## config.mk

```make
export PLATFORM = sky130hd
export DESIGN_NAME = td4_board_io
export DESIGN_NICKNAME = d
export VERILOG_FILES = /design/src/rtl/td4_board_io.sv
export SDC_FILE = /design/constraint.sdc
export NUM_CORES = 1
export LEC_CHECK = 0
export CORE_MARGIN = 5
export CORE_UTILIZATION = 45
export DETAILED_ROUTE_END_ITERATION = 8
export MAX_ROUTING_LAYER = met4
export PLACE_DENSITY = 0.62
export SETUP_SLACK_MARGIN = 0.1
export SYNTH_ARGS = -nofsm -noshare
export SYNTH_HDL_FRONTEND = slang
export SYNTH_SLANG_ARGS = --single-unit
```

## constraint.sdc

```tcl
create_clock -name CLK_I -period 6.4 [get_ports CLK_I]
set_input_delay 0.96 -clock CLK_I [delete_from_list [all_inputs] [get_ports CLK_I]]
set_output_delay 0.96 -clock CLK_I [all_outputs]
set_load 0.02 [all_outputs]
```

## src/rtl/td4_board_io.sv

```systemverilog
// TD4 board shell: run/step clock-enable, step debounce, muxed 7-seg scan.
// In: CLK_I, RESET_N_I, MODE_I, STEP_I, DISP_I, DP_I. Out: TD4_CE_O, STEP_DB_O, SEG_O, DIG_EN_O.

module td4_board_io #(
  parameter int CLK_HZ      = 50_000_000,
  parameter int TICK_HZ     = 1,
  parameter int DEB_CYC     = 500_000,
  parameter int NDIG        = 4,
  parameter int DWELL_CYC   = 12_500,
  parameter int BLANK_CYC   = 64,
  parameter bit SEG_ACT_LOW = 1'b1
) (
  input  logic              CLK_I,
  input  logic              RESET_N_I,
  input  logic              MODE_I,
  input  logic              STEP_I,
  input  logic [4*NDIG-1:0] DISP_I,
  input  logic [NDIG-1:0]   DP_I,
  output logic              TD4_CE_O,
  output logic              STEP_DB_O,
  output logic [7:0]        SEG_O,
  output logic [NDIG-1:0]   DIG_EN_O
);

  localparam int DIV = CLK_HZ / TICK_HZ;
  localparam int DVW = $clog2(DIV);
  localparam int DBW = (DEB_CYC > 1) ? $clog2(DEB_CYC) : 1;
  localparam int SCW = $clog2(DWELL_CYC);
  localparam int IW  = (NDIG > 1) ? $clog2(NDIG) : 1;

  localparam logic [DVW-1:0]  DIV_MAX = DVW'(DIV - 1);
  localparam logic [DBW-1:0]  DB_MAX  = DBW'(DEB_CYC - 1);
  localparam logic [SCW-1:0]  BL_MAX  = SCW'(BLANK_CYC - 1);
  localparam logic [SCW-1:0]  SH_MAX  = SCW'(DWELL_CYC - BLANK_CYC - 1);
  localparam logic [IW-1:0]   IDX_MAX = IW'(NDIG - 1);
  localparam logic [7:0]      SEG_OFF = {8{SEG_ACT_LOW}};
  localparam logic [NDIG-1:0] DIG_OFF = {NDIG{SEG_ACT_LOW}};

  typedef enum logic {BLANK = 1'b0, SHOW = 1'b1} scan_t;

  function automatic logic [6:0] font(input logic [3:0] h);
    logic [6:0] s;
    unique case (h)
      4'h0: s = 7'h3F;
      4'h1: s = 7'h06;
      4'h2: s = 7'h5B;
      4'h3: s = 7'h4F;
      4'h4: s = 7'h66;
      4'h5: s = 7'h6D;
      4'h6: s = 7'h7D;
      4'h7: s = 7'h07;
      4'h8: s = 7'h7F;
      4'h9: s = 7'h6F;
      4'hA: s = 7'h77;
      4'hB: s = 7'h7C;
      4'hC: s = 7'h39;
      4'hD: s = 7'h5E;
      4'hE: s = 7'h79;
      4'hF: s = 7'h71;
      default: s = 7'h00;
    endcase
    return s;
  endfunction

  logic           mode_s1, mode_s2, mode_q;
  logic           step_s1, step_s2;
  logic           db_q, db_prev, ce_q;
  logic [DVW-1:0] div_cnt;
  logic [DBW-1:0] db_cnt;
  logic           mode_chg, tick, db_diff, db_hit, db_rise;

  assign mode_chg = mode_s2 ^ mode_q;
  assign tick     = ~mode_chg & (div_cnt == DIV_MAX);
  assign db_diff  = step_s2 ^ db_q;
  assign db_hit   = db_diff & (db_cnt == DB_MAX);
  // a rise coinciding with a mode switch is dropped so CE never doubles up
  assign db_rise  = db_q & ~db_prev & ~mode_chg;

  always_ff @(posedge CLK_I or negedge RESET_N_I) begin
    if (!RESET_N_I) begin
      mode_s1 <= 1'b0;
      mode_s2 <= 1'b0;
      mode_q  <= 1'b0;
      step_s1 <= 1'b0;
      step_s2 <= 1'b0;
      div_cnt <= '0;
      db_cnt  <= '0;
      db_q    <= 1'b0;
      db_prev <= 1'b0;
      ce_q    <= 1'b0;
    end else begin
      mode_s1 <= MODE_I;
      mode_s2 <= mode_s1;
      mode_q  <= mode_s2;
      step_s1 <= STEP_I;
      step_s2 <= step_s1;
      div_cnt <= (mode_chg | tick) ? '0 : div_cnt + 1'b1;
      if (!db_diff || db_hit) db_cnt <= '0;
      else                    db_cnt <= db_cnt + 1'b1;
      if (db_hit) db_q <= ~db_q;
      db_prev <= db_q;
      ce_q    <= mode_s2 ? db_rise : tick;
    end
  end

  scan_t           st, st_n;
  logic [SCW-1:0]  sc_cnt, sc_cnt_n;
  logic [IW-1:0]   idx, idx_n;
  logic            prime, load;
  logic [3:0]      nib;
  logic [7:0]      seg_q, seg_n;
  logic [NDIG-1:0] dig_q, dig_n;

  // prime loads digit 0 in the first cycle after reset, since
  // reset does not pass through a SHOW->BLANK transition
  always_comb begin
    st_n     = st;
    sc_cnt_n = sc_cnt + 1'b1;
    idx_n    = idx;
    load     = prime;
    unique case (st)
      BLANK: begin
        if (sc_cnt == BL_MAX) begin
          st_n     = SHOW;
          sc_cnt_n = '0;
        end
      end
      SHOW: begin
        if (sc_cnt == SH_MAX) begin
          st_n     = BLANK;
          sc_cnt_n = '0;
          idx_n    = (idx == IDX_MAX) ? '0 : idx + 1'b1;
          load     = 1'b1;
        end
      end
      default: ;
    endcase
    nib   = DISP_I[4*int'(idx_n) +: 4];
    seg_n = load ? ({DP_I[idx_n], font(nib)} ^ SEG_OFF) : seg_q;
    dig_n = DIG_OFF;
    if (st_n == SHOW) dig_n = (NDIG'(1) << idx_n) ^ DIG_OFF;
  end

  always_ff @(posedge CLK_I or negedge RESET_N_I) begin
    if (!RESET_N_I) begin
      st     <= BLANK;
      sc_cnt <= '0;
      idx    <= '0;
      prime  <= 1'b1;
      seg_q  <= SEG_OFF;
      dig_q  <= DIG_OFF;
    end else begin
      st     <= st_n;
      sc_cnt <= sc_cnt_n;
      idx    <= idx_n;
      prime  <= 1'b0;
      seg_q  <= seg_n;
      dig_q  <= dig_n;
    end
  end

  assign TD4_CE_O  = ce_q;
  assign STEP_DB_O = db_q;
  assign SEG_O     = seg_q;
  assign DIG_EN_O  = dig_q;

endmodule

```

==> flow_summary.toml <==
[layout]
area_delta_synth_final_pct = 16.59
fill_cells = 780
finish.utilization_pct = 53.85
seqCellArea_sq_mm = 0.002093
drive_gt1_share_pct = 10.66
antenna_cells = 0
fin_nets = 469
fin_area_sq_mm = 0.004696
multi_input_area_sq_mm = 0.001852

[floorplan]
die_y_um = 104.6
rows = 34
die_x_um = 104.6
core_area_sq_mm = 0.008721
pin_count = 38
die_area_sq_mm = 0.01094
start_util_pct = 46.18

[synth]
syn_avg_cell_area_sq_um = 10.17
ys.flop_type = "dfrtp_1"
synth_edf_count = 0
synthTopCellsByCount = "82 x nor2_1, 70 x dfrtp_1, 30 x nand3_1"
synth_top_area_share_pct = 43.49
seq_area_frac_synth_pct = 51.97
yosysTopAreaCell = "dfrtp_1"
syn-instance-count = 396
ys_ff_latch = 83
syn-num-nets = 429
ys_async_sr_fraction_pct = 100.0
synth_area_sq_mm = 0.004028
ys_types = 52
yosys.cell_count.top_type = "nor2_1"
yosysWarnings = 0
yosys-top-cells-area = "dfrtp_1 43%, dfstp_2 8.5%, nor2_1 7.6%"

[sta]
slew_headroom_pct = 32.05
holdWs_ns = 0.3528
final_hold_viol_count = 0
setup_viol = 0
period_share_pct = 57.17
skew_ns = 0.008785
timing.final.max_slew_violations = 0
tightest_slew_ns = 1.019
fin_crit_ns = 3.659
setup_tns_ns = 0
rsz0062_at_grt = "false"
max_freq_mhz = 273.3

[worst_setup_path]
crit_path_max_incr_delay_ns = 0.79
worstSetupEndpointType = "register"
crit_type = "reg -> reg"
critPathLaunchType = "register"
required_ns = 6.68
cp_cell_sequence = "ha_1 > nand4b_1 > nor4_4 > mux2i_2 > mux2i_1 > mux2i_1 > mux2_2 > o22ai_1 > a21oi_1"
crit_top_cell = "mux2i_1"
worstPathArrival_ns = 3.94
crit_fanout = 13
crit_path_top_delay_cell = "mux2i_2"

[detailed_routing]
first_iter_violations = 142
vias = 2846
routed.top_layer = "met4"
routed_wl_um = 7539
firstDrtPassIters = 4
routed-wl-met3_um = 372
wl_per_cell_um = 13.73
wl_met1_um = 3657
detail-route-antenna-nets = 0
via_per_inst = 5.184
drc = 0
met2_wirelength_um = 3413

[flow_run]
maxCapViolations = 0

[clocking]
cts_tree = "done"
cts_buffer_depth = 2
cts_resized = 0
cts_sinks = 83
clk_latency_ns = 0.35
h-tree-depth = 3
ctsHoldBuffers = 0
root_buffer = "clkbuf_8"
cts-buffers-inserted = 9
cts_setup_buffers = 0
path_clk_slew_ns = 0.08

[grt]
grt_pass1_wl_um = 13810
grt_pass1_vias = 2996
antenna_found_initial = 0
grt_overflow = 0
grt_max_degree = 84
grtUsageTotal_pct = 15.56

[status]
run_status = "finished, final reports clean"

[place]
gp_congestion = 0.7548
dpl-instance-area_sq_mm = 0.004493
dp_hpwl_um = 5261
portBuffers = 37

[power_and_ir_drop]
swShare_pct = 24.01
p_clk_share_pct = 37.4
peakVddDrop_uv = 103.1
power.leakage_nw = 2.035
p_total_mw = 1.012
seqPwrFrac_pct = 54.2
p_int_mw = 0.7687
combPwrFrac_pct = 8.4
p_switching_mw = 0.2429
power.density_mw_per_mm2 = 215.4

[min_path]
hold_path.class = "reg -> reg"
## layout make-up
cell class	instances	area share [%]
clock buffers	10	2.931
flip-flops and latches	83	44.58
well taps	108	2.878
repair buffers	37	7.834
multi-input cells	293	39.44
clock inverters	6	1.386
inverters	12	0.9592
## logic make-up (layout without fill, tap and decap cells)
group	after synthesis	count (layout)	share of synthesized area, %
simple gates	185	185	22.31
mux	18	18	4.846
compound gates	27	27	4.411
other cells	1	1	0.09311
flops	83	83	51.97
xor+xnor	53	53	11.53
buf+inv	20	65	2.050
fa+ha+maj	9	9	2.796
## power by group through the flow
stage	Sequential [mW]	Combinational, mW	Clock [mW]
after detailed placement	0.559	0.0858	0
after floorplan	0.565	0.0355	0
after global placement	0.559	0.0853	0
final	0.549	0.0845	0.378
after global routing	0.551	0.0954	0.420
after CTS	0.549	0.0864	0.396
## worst paths after layout
path / endpoint / start / cells after the start / slack (ns)
min in group asynchronous: db_cnt[11]$_DFF_PN0_ / RESET_N_I / 1 / 0.77
worst max-delay path: SEG_O[3]$_DFFE_PN1P_ / sc_cnt[0]$_DFF_PN0_ / 9 / 2.74
max in group asynchronous: div_cnt[22]$_DFF_PN0_ / RESET_N_I / 1 / 4.97
worst min-delay path: step_s2$_DFF_PN0_ / step_s1$_DFF_PN0_ / 0 / 0.35
worst min register to register: step_s2$_DFF_PN0_ / step_s1$_DFF_PN0_ / 0 / 0.35
worst max register to register: SEG_O[3]$_DFFE_PN1P_ / sc_cnt[0]$_DFF_PN0_ / 9 / 2.74
## layout by cell type, fill, tap and decap left out, types with 11 or more instances in the layout
master,instances
nor2_1,82
dfrtp_1,70
clkdlybuf4s50_1,36
nand3_1,30
xor2_1,28
xnor2_1,25
nand2_1,24
dfstp_2,13
mux2i_1,11
inv_1,11
## stage by stage
stage                     instances  setup WS (ns)
after floorplan                 396          3.422
after global placement          533          2.925
after detailed placement        533          2.727
after CTS                       549          2.724
after global routing            549          2.423
final                           549          2.741
## routing by layer
layer | up-vias | track usage [%]
li1 | 1418 | -
met4 | 0 | 4.658
met3 | 12 | 4.932
met1 | 1363 | 19.81
met5 | - | -
met2 | 53 | 23.94
## state kept, by name (all words and copies together), names as in the netlist
name	flops
db_prev	1
mode_q	1
STEP_DB_O	1
step_s1	1
DIG_EN_O	4
prime	1
SEG_O	8
TD4_CE_O	1
div_cnt	26
step_s2	1
db_cnt	19
st	1
sc_cnt	14
mode_s1	1
mode_s2	1
idx	2
## critical path: cells and delay by family, from the launching register on
family,cells,cell delay (ns)
multiplexers,4,2.04
AND/OR/NAND/NOR,2,0.70
flip-flops,1,0.40
adder cells (fa/ha/maj),1,0.22
AO/OA/AOI/OAI,2,0.22
Power figures use the tool's default switching activity.
